<file path="src/rtl/adder_pkg.sv">
// Shared definitions for the byte adder and its accumulator stage.
// The accumulator FSM states and the operand widths live here so that the
// adder and the accumulator agree on them.
package adder_pkg;

    localparam int BYTE_W    = 8;
    localparam int OPERAND_W = 9;

    typedef enum logic [1:0] {
        ST_IDLE  = 2'd0,
        ST_ACCUM = 2'd1,
        ST_HOLD  = 2'd2
    } state_t;

endpackage

</file>
<file path="src/rtl/adder_acc_ctrl.sv">
// Burst controller for adder_accumulator: three-state FSM (IDLE/ACCUM/HOLD)
// plus the beat counter. It produces the handshake signals and the clear /
// load strobes that steer the datapath in the top module.
module adder_acc_ctrl
    import adder_pkg::*;
#(
    parameter int N_OPERANDS = 4
) (
    input  logic clk,
    input  logic rst,
    input  logic start,
    input  logic in_valid,
    input  logic out_ready,
    output logic in_ready,
    output logic out_valid,
    output logic busy,
    output logic clear,
    output logic load_en,
    output logic last_beat
);

    localparam int CNT_W = $clog2(N_OPERANDS + 1);
    localparam logic [CNT_W-1:0] LAST_IDX = CNT_W'(N_OPERANDS - 1);

    state_t           state_reg;
    state_t           state_next;
    logic [CNT_W-1:0] count_reg;

    // State register; reset abandons any burst in progress.
    always_ff @(posedge clk or posedge rst) begin
        if (rst) begin
            state_reg <= ST_IDLE;
        end else begin
            state_reg <= state_next;
        end
    end

    // Beat counter: restarts with every new burst, counts accepted beats.
    // It stops at N_OPERANDS because the FSM leaves ACCUM on the last beat.
    always_ff @(posedge clk or posedge rst) begin
        if (rst) begin
            count_reg <= '0;
        end else if (clear) begin
            count_reg <= '0;
        end else if (load_en) begin
            count_reg <= count_reg + CNT_W'(1);
        end
    end

    // Next-state and strobe decode.
    always_comb begin
        state_next = state_reg;
        in_ready   = 1'b0;
        out_valid  = 1'b0;
        clear      = 1'b0;
        load_en    = 1'b0;
        last_beat  = 1'b0;
        case (state_reg)
            ST_IDLE: begin
                if (start) begin
                    clear      = 1'b1;
                    state_next = ST_ACCUM;
                end
            end
            ST_ACCUM: begin
                in_ready = 1'b1;
                if (in_valid) begin
                    load_en = 1'b1;
                    if (count_reg == LAST_IDX) begin
                        last_beat  = 1'b1;
                        state_next = ST_HOLD;
                    end
                end
            end
            ST_HOLD: begin
                out_valid = 1'b1;
                if (out_ready) begin
                    // A start on the handshake cycle chains straight into
                    // the next burst without an idle cycle.
                    if (start) begin
                        clear      = 1'b1;
                        state_next = ST_ACCUM;
                    end else begin
                        state_next = ST_IDLE;
                    end
                end
            end
            default: begin
                state_next = ST_IDLE;
            end
        endcase
    end

    assign busy = (state_reg != ST_IDLE);

endmodule

</file>
<file path="src/rtl/adder_accumulator.sv">
// Accumulates bursts of N_OPERANDS 9-bit adder results ({carry, sum}) into
// an ACC_WIDTH running total and presents it through a valid/ready output.
// Optional feature macro: ADDER_ACC_SATURATE_EN -- when defined the total
// saturates at all-ones on overflow instead of wrapping.
module adder_accumulator
    import adder_pkg::*;
#(
    parameter int ACC_WIDTH  = 16,
    parameter int N_OPERANDS = 4
) (
    input  logic                 clk,
    input  logic                 rst,
    input  logic                 start,
    input  logic                 in_valid,
    output logic                 in_ready,
    input  logic [BYTE_W-1:0]    in_sum,
    input  logic                 in_carry,
    output logic                 out_valid,
    input  logic                 out_ready,
    output logic [ACC_WIDTH-1:0] out_total,
    output logic                 out_overflow,
    output logic                 busy
);

    logic                 clear;
    logic                 load_en;
    logic                 last_beat;
    logic [ACC_WIDTH:0]   operand;
    logic [ACC_WIDTH:0]   sum_wide;
    logic [ACC_WIDTH-1:0] acc_reg;
    logic [ACC_WIDTH-1:0] acc_next;
    logic                 ovf_reg;
    logic                 ovf_next;
    logic [ACC_WIDTH-1:0] total_reg;
    logic                 total_ovf_reg;

    adder_acc_ctrl #(
        .N_OPERANDS (N_OPERANDS)
    ) u_ctrl (
        .clk       (clk),
        .rst       (rst),
        .start     (start),
        .in_valid  (in_valid),
        .out_ready (out_ready),
        .in_ready  (in_ready),
        .out_valid (out_valid),
        .busy      (busy),
        .clear     (clear),
        .load_en   (load_en),
        .last_beat (last_beat)
    );

    // The carry is bit 8 of the operand; the sum is one bit wider than the
    // accumulator so its top bit is this beat's overflow.
    assign operand  = {{(ACC_WIDTH + 1 - OPERAND_W){1'b0}}, in_carry, in_sum};
    assign sum_wide = {1'b0, acc_reg} + operand;

    // Next accumulator value: wrap by default, pin at all-ones when saturating.
    always_comb begin
        acc_next = sum_wide[ACC_WIDTH-1:0];
        ovf_next = ovf_reg | sum_wide[ACC_WIDTH];
`ifdef ADDER_ACC_SATURATE_EN
        if (ovf_next) begin
            acc_next = '1;
        end
`endif
    end

    // Running total and sticky overflow, cleared at the start of each burst.
    always_ff @(posedge clk or posedge rst) begin
        if (rst) begin
            acc_reg <= '0;
            ovf_reg <= 1'b0;
        end else if (clear) begin
            acc_reg <= '0;
            ovf_reg <= 1'b0;
        end else if (load_en) begin
            acc_reg <= acc_next;
            ovf_reg <= ovf_next;
        end
    end

    // Output register: captured with the last beat so it is visible the same
    // edge HOLD is entered, and zeroed once the total has been taken.
    always_ff @(posedge clk or posedge rst) begin
        if (rst) begin
            total_reg     <= '0;
            total_ovf_reg <= 1'b0;
        end else if (last_beat) begin
            total_reg     <= acc_next;
            total_ovf_reg <= ovf_next;
        end else if (out_valid && out_ready) begin
            total_reg     <= '0;
            total_ovf_reg <= 1'b0;
        end
    end

    assign out_total    = total_reg;
    assign out_overflow = total_ovf_reg;

endmodule

</file>
<file path="config.mk">
export PLATFORM = sky130hd
export DESIGN_NAME = adder_accumulator
export DESIGN_NICKNAME = d
export VERILOG_FILES = /design/src/rtl/adder_pkg.sv /design/src/rtl/adder_acc_ctrl.sv /design/src/rtl/adder_accumulator.sv
export SDC_FILE = /design/constraint.sdc
export NUM_CORES = 1
export LEC_CHECK = 0
export ABC_AREA = 1
export ABC_CLOCK_PERIOD_IN_PS = 2400
export CAP_MARGIN = 20
export CORE_MARGIN = 8
export CORE_UTILIZATION = 54
export DETAILED_ROUTE_END_ITERATION = 8
export PLACE_DENSITY = 0.8
export SYNTH_ARGS = -nofsm -noshare
export SYNTH_HDL_FRONTEND = slang
export SYNTH_HIERARCHICAL = 1
export SYNTH_SLANG_ARGS = --single-unit
export TNS_END_PERCENT = 5
</file>
<file path="constraint.sdc">
create_clock -name clk -period 2.4 [get_ports clk]
set_clock_uncertainty 0.2 [all_clocks]
set_input_delay 0.48 -clock clk [delete_from_list [all_inputs] [get_ports clk]]
set_output_delay 0.48 -clock clk [all_outputs]
set_load 0.01 [all_outputs]
</file>
==> flow_metrics.py, run 1 <==
metrics = {
    "worst_setup_path": {
        "end_kind": "flip-flop",
        "critical-path-slowest-cell": "clkdlybuf4s50_1",
        "critPathArrivalTime_ns": 2.22,
        "worstReg2RegStart": "acc_reg[0]$_DFFE_PP0P_",
        "path_common_cell": "nand3_1",
        "crit_path_start": "in_sum[0]",
        "cpPeakStageDelay_ns": 0.46,
        "crit_required_ns": 2.38,
        "r2r_slack_ns": 0.44,
        "critPathKind": "in2reg",
        "cp_max_fo": 3,
        "cp.buffers_inverters": 3,
        "path_cells": "clkdlybuf4s50_1, ha_1, inv_1, fa_2, inv_1, nand3_1, nand3_2, nand3_1, nand3_1, nand2_1, nand3_1, nand2_1",
        "cp_top_family": "buffers and inverters",
        "worst_setup_path_start_kind": "input pin",
        "r2r_cells": 11,
        "r2r-end": "out_total[8]$_DFFE_PP0P_",
    },
    "layout": {
        "layout-drive-gt1-share_pct": 8.58,
        "final_cells": 423,
        "fillers": 340,
        "final_cell_area_sq_um": 2880,
        "syn_to_final_growth_pct": 25.3,
        "final_nets": 398,
        "layout_common_cells": "nand2_1 (134), inv_1 (42), dfrtp_1 (39)",
        "final_common_cell": "nand2_1",
        "diodes": 0,
    },
    "routing": {
        "drt_pre_antenna_iters": 4,
        "num_vias": 2190,
        "drcViolationCount": 0,
        "vias_per_cell": 5.18,
        "antenna_left": 0,
        "drtIter0Drc": 177,
        "wl_per_cell_microns": 13.4,
        "wl_mm": 5.66,
    },
    "clocking": {
        "cts_tree": "done",
        "cts_buffers": 5,
        "cts-hold-fix-buffers": 0,
        "path_clk_slew_ns": 0.08,
        "htreeDepth": 2,
        "cts_setup_buffers": 0,
        "clkLatencyLatePin_ns": 0.29,
        "cts_root_buf": "clkbuf_8",
        "clock_sinks": 39,
        "clockBufferDepth": 2,
    },
    "status": {
        "outcome": "completed",
    },
    "sta": {
        "slew_violations": 0,
        "setup_slack_ns": 0.163,
        "setup_viol": 0,
        "rsz0062_at_grt": "no",
        "maxSlewHeadroom_pct": 62.1,
        "fmax_ghz": 0.447,
        "final_hold_viol_count": 0,
        "fin_crit_ns": 2.24,
        "fin_crit_sh_pct": 93.2,
        "tightest_slew_ns": 0.567,
        "fin_hold_ws_ns": 0.210,
    },
    "die": {
        "die_height_microns": 81.2,
        "coreArea_sq_um": 4060,
        "rows": 23,
        "start_util_pct": 56.6,
        "die_x_microns": 81.2,
        "io_pins": 34,
        "die_area_sq_um": 6600,
    },
    "global_routing": {
        "track_usage_pct": 18.9,
        "overflow": 0,
        "grt_max_degree": 35,
        "grt_pass1_vias": 2266,
        "grt_pass1_wl_mm": 9.73,
        "antenna_found_initial": 0,
    },
    "logic_synthesis": {
        "ys_warn_count": 6,
        "synth_fp_nets": 349,
        "synth_cell_type_count": 24,
        "seq_area_frac_synth_pct": 42.5,
        "syn_inst": 323,
        "postSynthAreaPerCell_sq_um": 7.12,
        "synth-seq-cells": 39,
        "synth_area_sq_um": 2300,
    },
    "place": {
        "postPlaceCellArea_sq_um": 2770,
        "dpl.hpwl_mm": 4.26,
        "portBuffers": 33,
        "place.gp.congestion": 0.946,
        "post-place-cells": 415,
        "place_ws_ns": -0.229,
    },
    "power": {
        "pwr_density_cell_nw_per_um2": 1010,
        "power_leakage_uw": 0.00160,
        "vdd_drop_max_v": 0.000519,
    },
    "min_path": {
        "min_path_type": "in2async",
    },
    "flow_run": {
        "cap_violations": 0,
    },
}
logic make-up (layout without fill, tap and decap cells):
group           count (synthesis)  count (layout)  synth area share, %
fa+ha+maj                      12              12                 6.86
flops                          39              39                 42.5
simple gates                  198             198                 36.1
buf+inv                        51             101                 8.60
xor+xnor                        5               5                 1.91
compound gates                 18              18                 4.03
metal layers:
| layer | routed length, microns | global-route usage (%) | up-vias |
|---|---|---|---|
| li1 | - | - | 1097 |
| met1 | 2460 | 21.4 | 1034 |
| met2 | 2840 | 33.4 | 48 |
| met3 | 279 | 3.97 | 11 |
| met4 | 91 | 8.57 | 0 |
| met5 | 0 | 0 | - |
synth_stat cells:
cell / n / area share (%)
nor2_1: 14 / 2.3
nand3b_1: 4 / 1.3
o21ai_1: 1 / 0.22
clkinv_2: 1 / 0.22
a21o_1: 1 / 0.33
buf_2: 4 / 0.87
inv_2: 3 / 0.49
ha_1: 11 / 6.0
dfrtp_1: 39 / 42
o21ai_0: 11 / 2.4
xnor2_1: 1 / 0.38
nand3_1: 35 / 7.6
nand3_2: 1 / 0.44
or2_1: 2 / 0.54
nor3_1: 2 / 0.44
inv_1: 42 / 6.9
fa_1: 1 / 0.87
nand2_1: 134 / 22
xor2_1: 4 / 1.5
a21oi_1: 5 / 1.1
or2_2: 2 / 0.54
nand2_2: 2 / 0.54
clkinv_1: 1 / 0.16
nand4_1: 2 / 0.54
metrics by stage:
stage / setup TNS (ns) / power, uW / utilization, %
finish: 0 / 2900 / 71.0
CTS: 0 / 2910 / 70.7
floorplan: 0 / 1860 / -
detailed placement: -2.62 / 2410 / 68.2
global placement: -1.66 / 2370 / 68.2
global route: 0 / 3150 / 71.0
worst max-delay path by stage:
stage / endpoint / slack, ns / cells past startpoint
after global placement: acc_reg[9]$_DFFE_PP0P_ / -0.14 / 9
after CTS: out_total[12]$_DFFE_PP0P_ / 0.08 / 12
after floorplan: acc_reg[12]$_DFFE_PP0P_ / 0.46 / 11
after detailed placement: out_total[12]$_DFFE_PP0P_ / -0.23 / 12
after global routing: out_total[12]$_DFFE_PP0P_ / 0.02 / 12
final: out_total[12]$_DFFE_PP0P_ / 0.16 / 12
where the power goes:
group | switching, uW | leakage (uW) | internal [uW]
Sequential | 137 | 0.000513 | 861
Combinational | 803 | 0.00104 | 613
Clock | 227 | 0.0000515 | 262
timing repair:
item	CTS	global route
hold endpoints to repair	0	0
gates resized for setup	0	3
setup endpoints to repair	0	12
area by class of cell:
type / instances / area (sq um) / area share [%]
timing repair buffer: 46 / 428 / 14.9
sequential: 39 / 976 / 33.9
multi-input combinational: 233 / 1130 / 39.4
clock buffer: 8 / 100 / 3.48
inverter: 47 / 178 / 6.17
tap: 50 / 62.6 / 2.17
(Power assumes the default switching activity.)
==> inputs of run 2 (changes only) <==
- RECOVER_POWER: not set -> 25
==> flow_metrics.py, run 2 (same netlist as run 1, synthesis figures left out) <==
metrics = {
    "routing": {
        "vias_per_cell": 5.17,
        "antenna_left": 0,
        "drtIter0Drc": 177,
        "num_vias": 2187,
        "drt_pre_antenna_iters": 4,
        "wl_per_cell_microns": 13.4,
        "wl_mm": 5.67,
        "drcViolationCount": 0,
    },
    "worst_setup_path": {
        "path_cells": "clkdlybuf4s50_1, ha_1, inv_1, fa_2, inv_1, nand3_1, nand3_2, nand3_1, nand3_1, nand2_1, nand3_1, nand2_1",
        "crit_path_start": "in_sum[0]",
        "crit_required_ns": 2.38,
        "worstReg2RegStart": "acc_reg[0]$_DFFE_PP0P_",
        "cp.buffers_inverters": 3,
        "r2r_cells": 11,
        "cp_top_family": "buffers and inverters",
        "cpPeakStageDelay_ns": 0.46,
        "cp_max_fo": 3,
        "r2r_slack_ns": 0.44,
        "critPathKind": "in2reg",
        "end_kind": "flip-flop",
        "r2r-end": "out_total[8]$_DFFE_PP0P_",
        "critical-path-slowest-cell": "clkdlybuf4s50_1",
        "critPathArrivalTime_ns": 2.22,
        "path_common_cell": "nand3_1",
        "worst_setup_path_start_kind": "input pin",
    },
    "die": {
        "io_pins": 34,
        "coreArea_sq_um": 4060,
        "die_x_microns": 81.2,
        "rows": 23,
        "die_height_microns": 81.2,
        "start_util_pct": 56.6,
        "die_area_sq_um": 6600,
    },
    "global_routing": {
        "overflow": 0,
        "grt_pass1_wl_mm": 9.73,
        "antenna_found_initial": 0,
        "track_usage_pct": 18.9,
        "grt_max_degree": 35,
        "grt_pass1_vias": 2266,
    },
    "sta": {
        "tightest_slew_ns": 0.879,
        "slew_violations": 0,
        "setup_viol": 0,
        "fmax_ghz": 0.447,
        "fin_crit_ns": 2.24,
        "maxSlewHeadroom_pct": 41.4,
        "final_hold_viol_count": 0,
        "fin_crit_sh_pct": 93.2,
        "rsz0062_at_grt": "no",
    },
    "flow_run": {
        "cap_violations": 0,
    },
    "power": {
        "vdd_drop_max_v": 0.000519,
        "total_power_uw": 2900,
        "pwr_density_cell_nw_per_um2": 1010,
        "power_leakage_uw": 0.00160,
    },
    "clocking": {
        "cts-hold-fix-buffers": 0,
        "cts_tree": "done",
        "cts_setup_buffers": 0,
        "cts_buffers": 5,
        "clkLatencyLatePin_ns": 0.29,
        "path_clk_slew_ns": 0.08,
        "cts_root_buf": "clkbuf_8",
        "htreeDepth": 2,
        "cts.repair.resized": 0,
        "clock_sinks": 39,
        "clockBufferDepth": 2,
    },
    "layout": {
        "final_nets": 398,
        "diodes": 0,
        "layout-drive-gt1-share_pct": 8.58,
        "syn_to_final_growth_pct": 25.1,
        "final_cell_area_sq_um": 2880,
        "layout_common_cells": "nand2_1 (134), inv_1 (42), dfrtp_1 (39)",
        "final_common_cell": "nand2_1",
    },
    "min_path": {
        "holdPathStages": 2,
        "min_path_type": "reg2reg",
        "worst_hold_startpoint": "out_total[5]$_DFFE_PP0P_",
        "worstHoldEndpoint": "out_total[5]$_DFFE_PP0P_",
    },
    "place": {
        "place.gp.congestion": 0.946,
        "portBuffers": 33,
        "dpl.hpwl_mm": 4.26,
        "postPlaceCellArea_sq_um": 2770,
    },
    "status": {
        "outcome": "completed",
    },
}
## run 2: worst max path at each step
| stage | end | slack (ns) | depth (start not counted) |
|---|---|---|---|
| 2_1_floorplan | acc_reg[12]$_DFFE_PP0P_ | 0.46 | 11 |
| 3_3_place_gp | acc_reg[9]$_DFFE_PP0P_ | -0.14 | 9 |
| 3_5_place_dp | out_total[12]$_DFFE_PP0P_ | -0.23 | 12 |
| 4_1_cts | out_total[12]$_DFFE_PP0P_ | 0.08 | 12 |
| 5_1_grt | out_total[12]$_DFFE_PP0P_ | 0.02 | 12 |
| 6_report | out_total[12]$_DFFE_PP0P_ | 0.16 | 12 |
## run 2: stage by stage
stage | std cells | TNS, ns | worst slack [ns] | hold slack (ns) | util [%]
floorplan | 323 | 0 | 0.465 | 0.0585 | -
global placement | 415 | -1.66 | -0.137 | 0.263 | 68.2
detailed placement | 415 | -2.62 | -0.229 | 0.265 | 68.2
CTS | 423 | 0 | 0.0828 | 0.204 | 70.7
global route | 423 | 0 | 0.0162 | 0.305 | 70.9
finish | 423 | 0 | 0.163 | 0.277 | 70.9
## run 2: layer usage
| metal | part of all wire (%) | vias up | track usage [%] | wire [microns] |
|---|---|---|---|---|
| met2 | 50 | 48 | 33.4 | 2830 |
| met5 | 0 | - | 0 | 0 |
| met4 | 1.6 | 0 | 8.57 | 91 |
| met3 | 5.2 | 11 | 3.97 | 292 |
| met1 | 43 | 1030 | 21.4 | 2450 |
| li1 | - | 1098 | - | - |
## run 2: cell type report
type | instances | area [sq um]
Sequential cell | 39 | 976
Inverter | 47 | 178
Tap cell | 50 | 62.6
Multi-Input combinational cell | 233 | 1130
Fill cell | 341 | 1180
Timing Repair Buffer | 46 | 425
Clock buffer | 8 | 100
## run 2: tightest hold or removal path, cell delays in order, from the launching register on
cell and delay, ns:
dfrtp_1 0.35, nand2_1 0.05, nand2_1 0.05
## run 2: power by group
group          total [uW]  internal [uW]  switching (uW)
registers             998            861             137
logic                1420            612             803
clock network         489            262             227
==> inputs of run 3 (changes only) <==
- CAP_MARGIN: 20 -> 5
==> results of run 3 <==
No change in the layout: final DEF, timing and power equal those of run 2.
